### src/rtl/cube_unit_if.sv
// -----------------------------------------------------------------------------
// cube_unit_if -- start/busy handshake bundle for the iterative cube unit.
//
// Signals (W = operand/result width):
//   start   requester -> unit   request, sampled only while busy = 0
//   x_i     requester -> unit   operand, latched on the accepting edge
//   result  unit -> requester   registered cube result
//   ovf     unit -> requester   true x^3 did not fit in W bits
//   busy    unit -> requester   unit is not idle
//   done    unit -> requester   one-cycle completion pulse
//
// Modports: master = requester side, slave = cube unit side.
// -----------------------------------------------------------------------------
interface cube_unit_if #(
  parameter int W = 16
);
  logic         start;
  logic [W-1:0] x_i;
  logic [W-1:0] result;
  logic         ovf;
  logic         busy;
  logic         done;

  modport master (
    output start, x_i,
    input  result, ovf, busy, done
  );

  modport slave (
    input  start, x_i,
    output result, ovf, busy, done
  );
endinterface

### src/rtl/cube_unit.sv
// -----------------------------------------------------------------------------
// cube_unit -- iterative integer cube, result = x^3.
//
// One shift-add multiplier (W x W -> 2W, one multiplier bit per cycle) is used
// twice: first sq = x*x, then cu = sq[W-1:0]*x. There is no combinational
// multiplier; each step is a single 2W-bit add of a shifted multiplicand.
//
// Ports:
//   clk   in   clock, rising edge
//   rst   in   asynchronous active-low reset (0 = reset)
//   bus   slave modport of cube_unit_if (start, x_i, result, ovf, busy, done)
//
// Latency: busy is high for 2W+1 cycles after the accepting edge. With the
// optional macro CUBE_SAT_EN defined, an overflow already visible in the
// square exits early (W+1 cycles) and overflowed results saturate to all
// ones; without it the result is x^3 mod 2^W and ovf is still reported.
// -----------------------------------------------------------------------------
module cube_unit #(
  parameter int W = 16
) (
  input  logic       clk,
  input  logic       rst,
  cube_unit_if.slave bus
);

  localparam int CW = (W > 1) ? $clog2(W) : 1;

  typedef enum logic [1:0] {
    IDLE = 2'd0,
    SQ   = 2'd1,
    CU   = 2'd2,
    FIN  = 2'd3
  } state_t;

  state_t         state_q,  state_d;
  logic [W-1:0]   x_q,      x_d;
  logic [2*W-1:0] acc_q,    acc_d;
  logic [2*W-1:0] mcand_q,  mcand_d;
  logic [CW-1:0]  cnt_q,    cnt_d;
  logic           sq_ovf_q, sq_ovf_d;
  logic [W-1:0]   result_q, result_d;
  logic           ovf_q,    ovf_d;
  logic           done_q,   done_d;

  // One multiplier step: the multiplier is always x, the multiplicand is
  // pre-shifted in mcand_q so only an add is needed here.
  logic [2*W-1:0] acc_step;
  logic           last_iter;

  assign acc_step  = acc_q + (x_q[cnt_q] ? mcand_q : '0);
  assign last_iter = (cnt_q == CW'(W - 1));

  always_ff @(posedge clk or negedge rst) begin
    if (!rst) begin
      state_q  <= IDLE;
      x_q      <= '0;
      acc_q    <= '0;
      mcand_q  <= '0;
      cnt_q    <= '0;
      sq_ovf_q <= 1'b0;
      result_q <= '0;
      ovf_q    <= 1'b0;
      done_q   <= 1'b0;
    end else begin
      state_q  <= state_d;
      x_q      <= x_d;
      acc_q    <= acc_d;
      mcand_q  <= mcand_d;
      cnt_q    <= cnt_d;
      sq_ovf_q <= sq_ovf_d;
      result_q <= result_d;
      ovf_q    <= ovf_d;
      done_q   <= done_d;
    end
  end

  always_comb begin
    state_d  = state_q;
    x_d      = x_q;
    acc_d    = acc_q;
    mcand_d  = mcand_q;
    cnt_d    = cnt_q;
    sq_ovf_d = sq_ovf_q;
    result_d = result_q;
    ovf_d    = ovf_q;
    done_d   = 1'b0;

    unique case (state_q)
      IDLE: begin
        if (bus.start) begin
          x_d      = bus.x_i;
          acc_d    = '0;
          mcand_d  = {{W{1'b0}}, bus.x_i};
          cnt_d    = '0;
          sq_ovf_d = 1'b0;
          state_d  = SQ;
        end
      end

      SQ: begin
        acc_d   = acc_step;
        mcand_d = mcand_q << 1;
        cnt_d   = cnt_q + CW'(1);
        if (last_iter) begin
          // Square complete: restart the multiplier on sq[W-1:0] * x.
          // Only the low half matters for the cube modulo 2^W; a non-zero
          // high half already proves x^3 >= 2^W.
          cnt_d    = '0;
          sq_ovf_d = |acc_step[2*W-1:W];
          acc_d    = '0;
          mcand_d  = {{W{1'b0}}, acc_step[W-1:0]};
          state_d  = CU;
`ifdef CUBE_SAT_EN
          if (|acc_step[2*W-1:W]) begin
            state_d = FIN;
          end
`endif
        end
      end

      CU: begin
        acc_d   = acc_step;
        mcand_d = mcand_q << 1;
        cnt_d   = cnt_q + CW'(1);
        if (last_iter) begin
          cnt_d   = '0;
          state_d = FIN;
        end
      end

      FIN: begin
        // On the early-exit path acc_q is cleared, but sq_ovf_q carries
        // the overflow, so ovf is still correct.
        ovf_d = sq_ovf_q | (|acc_q[2*W-1:W]);
`ifdef CUBE_SAT_EN
        result_d = ovf_d ? {W{1'b1}} : acc_q[W-1:0];
`else
        result_d = acc_q[W-1:0];
`endif
        done_d  = 1'b1;
        state_d = IDLE;
      end

      default: state_d = IDLE;
    endcase
  end

  assign bus.result = result_q;
  assign bus.ovf    = ovf_q;
  assign bus.busy   = (state_q != IDLE);
  assign bus.done   = done_q;

endmodule

### src/flat_wrapper.sv
// flat-port wrapper written by rule: the top's interface ports become plain ports
module cube_unit_flat 
#(
  parameter int W = 16
)
  (clk, rst, bus_start, bus_x_i, bus_result, bus_ovf, bus_busy, bus_done);
  cube_unit_if #(.W(W)) bus_i ();
  input  logic clk;
  input  logic rst;
  input wire logic [$bits(bus_i.start)-1:0] bus_start;
  input wire logic [$bits(bus_i.x_i)-1:0] bus_x_i;
  output wire logic [$bits(bus_i.result)-1:0] bus_result;
  output wire logic [$bits(bus_i.ovf)-1:0] bus_ovf;
  output wire logic [$bits(bus_i.busy)-1:0] bus_busy;
  output wire logic [$bits(bus_i.done)-1:0] bus_done;
  assign bus_i.start = bus_start;
  assign bus_i.x_i = bus_x_i;
  assign bus_result = bus_i.result;
  assign bus_ovf = bus_i.ovf;
  assign bus_busy = bus_i.busy;
  assign bus_done = bus_i.done;
  cube_unit #(.W(W)) u_core (.clk(clk), .rst(rst), .bus(bus_i));
endmodule
### config.mk
export PLATFORM = sky130hd
export DESIGN_NAME = cube_unit_flat
export DESIGN_NICKNAME = d
export VERILOG_FILES = /design/src/rtl/cube_unit_if.sv /design/src/rtl/cube_unit.sv /design/src/flat_wrapper.sv
export SDC_FILE = /design/constraint.sdc
export NUM_CORES = 1
export LEC_CHECK = 0
export ABC_AREA = 0
export CORE_MARGIN = 3
export CORE_UTILIZATION = 39
export DETAILED_ROUTE_END_ITERATION = 10
export PLACE_DENSITY = 0.66
export SLEW_MARGIN = 10
export SYNTH_ARGS = -nofsm -noshare
export SYNTH_HDL_FRONTEND = slang
export SYNTH_SLANG_ARGS = --single-unit
### constraint.sdc
create_clock -name clk -period 8.4 [get_ports clk]
set_input_delay 2.1 -clock clk [delete_from_list [all_inputs] [get_ports clk]]
set_output_delay 2.1 -clock clk [all_outputs]
set_load 0.01 [all_outputs]
Yosys cells after proc, flatten, opt, wreduce, memory -nomap -nowiden
Index checks and enable logic that the tools add are counted.
{"block": "word_totals", "regBits": 105, "inputBits": 19}
{"block": "op_classes", "n_addsub": 2, "magnitude_cmp": 1, "eq_ne": 7, "mux": 20, "n_bitwise": 1, "reduce_logical": 13}
{"operator": "$pmux 32 s3", "count": 2}
{"operator": "$mux 32", "count": 5}
{"operator": "$add 32x32->32", "count": 1}
{"operator": "$reduce_or 16->1", "count": 2}
{"operator": "$mux 4", "count": 2}
{"operator": "$pmux 2 s4", "count": 1}
{"operator": "$pmux 4 s2", "count": 1}
{"operator": "$mux 2", "count": 3}
{"operator": "$reduce_and 2->1", "count": 3}
{"operator": "$reduce_and 3->1", "count": 2}
{"operator": "$reduce_bool 2->1", "count": 3}
{"operator": "$lt 4x5->1 const B", "count": 1}
{"operator": "$add 4x1->4 const B", "count": 1}
{"operator": "$bmux 1 s4", "count": 1}
{"operator": "$eq 2x2->1 const B", "count": 2}
{"operator": "$eq 4x4->1 const B", "count": 1}
{"operator": "$mux 1", "count": 4}
{"operator": "$ne 2x1->1 const B", "count": 2}
{"operator": "$reduce_bool 3->1", "count": 1}
{"operator": "$eq 2x1->1 const B", "count": 1}
{"operator": "$logic_not 2->1", "count": 1}
{"operator": "$ne 2x2->1 const B", "count": 1}
{"operator": "$pmux 1 s2", "count": 1}
{"operator": "$reduce_or 2->1", "count": 1}
{"operator": "$or 1x1->1", "count": 1}

Depth between registers and ports, before layout
{"block": "logic_depth", "word_depth": 7, "mapped_depth": 18}

Worst setup path after synthesis
Ideal clock, no wire load.
{"block": "synth_path", "kind": "register to register", "from": "reg u_core.cnt_q[0]", "to": "reg u_core.sq_ovf_q", "setup_ns": 0.128, "arrival_ns": 3.700, "required_ns": 8.272, "setup_slack_ns": 4.571, "path_stages_with_launch": 18, "n_path_buf": 3, "cell_sequence": "dfrtp_1 > buf_6 > mux4_1 > mux2i_1 > mux2i_1 > clkbuf_1 > and2_1 > ha_1 > buf_6 > a21o_1 > a21o_1 > a221oi_2 > o21ai_1 > a41o_1 > a2111oi_2 > nor3_2 > nor3_2 > a21oi_2"}
{"block": "synth_via", "elab_chain_cells": 7}
{"element": "from (decl)", "line_no": "cube_unit.sv:39", "text": "logic [CW-1:0] cnt_q, cnt_d;"}
{"element": "from (signal assigned)", "line_no": "cube_unit.sv:69", "text": "cnt_q <= cnt_d;"}
{"element": "$bmux 1 s4", "line_no": "cube_unit.sv:50", "text": "assign acc_step = acc_q + (x_q[cnt_q] ? mcand_q : '0);"}
{"element": "$mux 1 (implied by the code)", "line_no": "cube_unit.sv:50"}
{"element": "$mux 32", "line_no": "cube_unit.sv:50"}
{"element": "$add 32x32->32", "line_no": "cube_unit.sv:50"}
{"element": "$reduce_or 16->1", "line_no": "cube_unit.sv:109", "text": "sq_ovf_d = |acc_step[2*W-1:W];"}
{"element": "$mux 1", "line_no": "cube_unit.sv:104", "text": "if (last_iter) begin"}
{"element": "$pmux 1 s2", "line_no": "cube_unit.sv:88", "text": "unique case (state_q)"}
{"element": "to (signal assigned)", "line_no": "cube_unit.sv:70", "text": "sq_ovf_q <= sq_ovf_d;"}
{"element": "to (decl)", "line_no": "cube_unit.sv:40", "text": "logic sq_ovf_q, sq_ovf_d;"}
Parallel ways exist; a longest one is shown, timed or not. The select of a mux whose other input is x is not followed.
A chain may end at the register's enable or synchronous reset.

Final worst setup path
Same ends and word-level chain as after synthesis.

==> results.sh <==
export IMPL_p_leak_uw=0.00339
export IMPL_synth_top_area_share_pct=40.7
export IMPL_clock_latency_ps=360
export IMPL_status="finished, final reports clean"
export IMPL_worstPathRequired_ps=8630
export IMPL_regArea_sq_um=2630
export IMPL_start_util_pct=40.2
export IMPL_cts_root_buffer="clkbuf_16"
export IMPL_power_switching_uw=1150
export IMPL_wire_per_inst_um=18.2
export IMPL_finalCriticalPeriod_ps=4650
export IMPL_clk_path_buf_depth=2
export IMPL_num_vias=5207
export IMPL_seq_power_share_pct=30.9
export IMPL_min_to="u_core.mcand_q[9]"
export IMPL_cp_max_fo=31
export IMPL_postRouteAntennaNets=0
export IMPL_pwr_share_comb_pct=52.2
export IMPL_whs_path_depth=2
export IMPL_cp_end_kind="flip-flop"
export IMPL_synth_edff_count=0
export IMPL_max_freq_mhz=215
export IMPL_portBuffers=37
export IMPL_fill_cells=1537
export IMPL_ctsResizeCount=0
export IMPL_io_pins=38
export IMPL_maxCapViolations=0
export IMPL_ys_top_cells_by_area="dfrtp_1 (41%), ha_1 (7.0%), mux2_2 (5.6%), a22o_1 (5.4%), o21ai_0 (4.7%)"
export IMPL_fp_dieW_um=135
export IMPL_intPower_uw=1400
export IMPL_synth_area_leader_cell="dfrtp_1"
export IMPL_worstReg2RegStart="u_core.cnt_q[0]"
export IMPL_drcViolationCount=0
export IMPL_core_area_sq_um=16100
export IMPL_cellPowerDensity_nw_per_um2=349
export IMPL_swShare_pct=45.1
export IMPL_path_buf_inv=0
export IMPL_hold_path_class="reg2reg"
export IMPL_synthDistinctLibCells=63
export IMPL_syn_avg_cell_area_sq_um=9.72
export IMPL_fin_skew_ps=13.6
export IMPL_rr_endpoint="u_core.sq_ovf_q"
export IMPL_cts_hold_buf=0
export IMPL_report_final_slew_viol_count=0
export IMPL_fin_setup_tns_ps=0
export IMPL_antenna_found_initial=0
export IMPL_critPathArrivalTime_ps=4880
export IMPL_place_ws_ps=3560
export IMPL_drt_iter0_markers=403
export IMPL_relSlewSlack_pct=36.6
export IMPL_multi_input_area_sq_um=3630
export IMPL_grt_ovfl_total=0
export IMPL_clk_pin_slew_ps=80
export IMPL_htreeDepth=3
export IMPL_async_flop_share_pct=100
export IMPL_clock_sinks=105
export IMPL_yosys_warnings=0
export IMPL_layout_worst_path_cycle_share_pct=55.4
export IMPL_totalWireLength_um=16300
export IMPL_drive_above_1_share_pct=10.1
export IMPL_netlist_instances=665
export IMPL_hpwl_um=11900
export IMPL_grt_max_degree=70
export IMPL_worstSetupPathType="reg2reg"
export IMPL_critPathSlowestCell="mux4_1"
export IMPL_utilization_pct=45.4
export IMPL_grt_pass1_vias=4936
export IMPL_vdd_drop_max_v=0.000423
export IMPL_synth_area_sq_um=6460
export IMPL_post_cts_buffers=0
export IMPL_synth_fp_nets=721
export IMPL_grt_total_usage_pct=18.4
export IMPL_worstHoldStart="u_core.mcand_q[9]"
export IMPL_reg2regPathDepth=14
export IMPL_p_total_uw=2550
export IMPL_place_congestion=0.897
export IMPL_num_rows=46
export IMPL_hold_viol=0
export IMPL_die_height_um=135
export IMPL_avgViaCountPerCell=5.81
export IMPL_path_cells="mux4_1 -> mux2i_1 -> mux2i_4 -> and2_1 -> ha_1 -> nand4_1 -> nor4_1 -> a21oi_1 -> o21ai_1 -> nand3_1 -> o21ai_0 -> xor2_1 -> nor4_2 -> a21oi_2"
export IMPL_cts_buffers_inserted=9
export IMPL_synth_seq_cells=105
export IMPL_die_area_sq_um=18100
export IMPL_area_growth_pct=12.9
export IMPL_fin_nets=731
export IMPL_n_antenna_cell=0
export IMPL_slowest_delay_ps=600
export IMPL_dr_pass1_iters=8
export IMPL_startpoint_type="flip-flop"
export IMPL_ys_seq_area_share_pct=40.7
export IMPL_clock_power_share_pct=16.9
export IMPL_setup_viol=0
export IMPL_cts_tree="yes"
export IMPL_worst_pin_slew_ps=948
export IMPL_rsz0062_at_grt="false"
export IMPL_ys_flop_type="dfrtp_1"
export IMPL_timing_final_ws_setup_ps=3750
export IMPL_grt_pass1_wl_um=26600
export IMPL_regToRegSetupSlack_ps=3750
export IMPL_critical_path_top_delay_family="simple AND/OR/NAND/NOR gates"
metrics by stage:
stage               hold WS (ps)  cells  cell area [sq um]
detailed placement           487    880               6980
CTS                          505    896               7280
global route                 536    896               7290
floorplan                    463    665               6460
finish                       501    896               7290
global placement             480    880               6980
synth_stat cells, types with 2 or more instances:
master and number:
o31ai_1 4, a41o_1 3, clkbuf_1 36, nor3_1 7, o21ai_0 61, o22ai_1 2, nor2_1 28, a22oi_1 13
nand2b_1 10, a31oi_1 3, mux2i_1 4, o211ai_1 10, xor2_1 13, o21a_1 2, and3_1 3, nand3_1 9
nor4_1 5, mux4_1 2, nand2_1 66, inv_1 13, and2_1 30, mux4_2 2, ha_1 36, a21oi_1 28
a22o_1 40, nand3b_1 2, dfrtp_1 105, xnor2_1 15, or3_1 3, a21oi_2 2, buf_6 2, nor2b_1 5
nand4_1 9, mux2_2 32, a21o_1 19, a21boi_0 3, buf_1 4, a211oi_1 4, nor3_2 2, o21ai_1 5
power groups by stage:
stage                     Combinational [uW]  Sequential, uW  Clock (uW)
after floorplan                          958             763           0
after global placement                  1270             790           0
after detailed placement                1310             797           0
after CTS                               1320             787         440
after global routing                    1470             809         461
final                                   1330             786         431
registers in the layout, indices dropped and copies added, names as in the netlist, 2 cells and up:
name,count
u_core.acc_q,32
u_core.cnt_q,4
u_core.bus.result,16
u_core.state_q,2
u_core.mcand_q,32
u_core.x_q,16
layer usage:
| layer | part of all wire (%) | vias to the layer above | global-route usage (%) | wire (um) |
|---|---|---|---|---|
| met3 | 6.0 | 17 | 4.40 | 981 |
| met5 | 0 | - | 0 | 0 |
| met2 | 44 | 166 | 26.7 | 7110 |
| li1 | - | 2470 | - | - |
| met4 | 1.7 | 0 | 4.47 | 281 |
| met1 | 49 | 2554 | 27.7 | 7920 |
worst max path at each step:
stage,startpoint,end,depth (start not counted)
after floorplan,u_core.cnt_q[0],u_core.sq_ovf_q,17
after global placement,u_core.cnt_q[0],u_core.sq_ovf_q,16
after detailed placement,u_core.cnt_q[0],u_core.sq_ovf_q,16
after CTS,u_core.cnt_q[0],u_core.sq_ovf_q,16
after global routing,u_core.cnt_q[0],u_core.sq_ovf_q,16
final,u_core.cnt_q[0],u_core.sq_ovf_q,14
cell type report:
type | instances | area share, %
multi-input combinational | 504 | 49.8
timing repair buffer | 42 | 5.56
sequential | 105 | 36.0
tap | 216 | 3.71
inverter | 13 | 0.669
clock buffer | 9 | 3.09
clock inverter | 7 | 1.12
cells by family (layout without fill, tap and decap cells):
| group | Yosys count | count (layout) | share of synthesized area [%] |
|---|---|---|---|
| AND/OR/NAND/NOR | 186 | 186 | 14.4 |
| flip-flops | 105 | 105 | 40.7 |
| buffers and inverters | 56 | 71 | 3.50 |
| multiplexers | 41 | 41 | 7.88 |
| AO/OA/AOI/OAI | 212 | 212 | 22.4 |
| adder cells (fa/ha/maj) | 37 | 37 | 7.28 |
| XOR/XNOR | 28 | 28 | 3.80 |
placed cells by master, fill, tap and decap left out, types with 5 or more instances in the layout:
cell type / count
dfrtp_1: 105
nand2_1: 66
o21ai_0: 60
a22o_1: 40
ha_1: 36
clkdlybuf4s50_1: 36
mux2_2: 32
and2_1: 30
a21oi_1: 28
nor2_1: 28
a21o_1: 19
xnor2_1: 15
inv_1: 13
a22oi_1: 13
xor2_1: 13
nand2b_1: 10
o211ai_1: 10
nand3_1: 9
nand4_1: 9
clkbuf_16: 9
nor3_1: 7
buf_4: 6
nor4_1: 5
o21ai_1: 5
worst reg2reg max path: cells and delay by family (launching register included):
family	cells	cell delay (ps)
multiplexers	3	1180
AO/OA/AOI/OAI	4	920
XOR/XNOR	1	170
AND/OR/NAND/NOR	5	1310
flip-flops	1	530
adder cells (fa/ha/maj)	1	420
No activity file was read; power rests on OpenSTA's default activity.
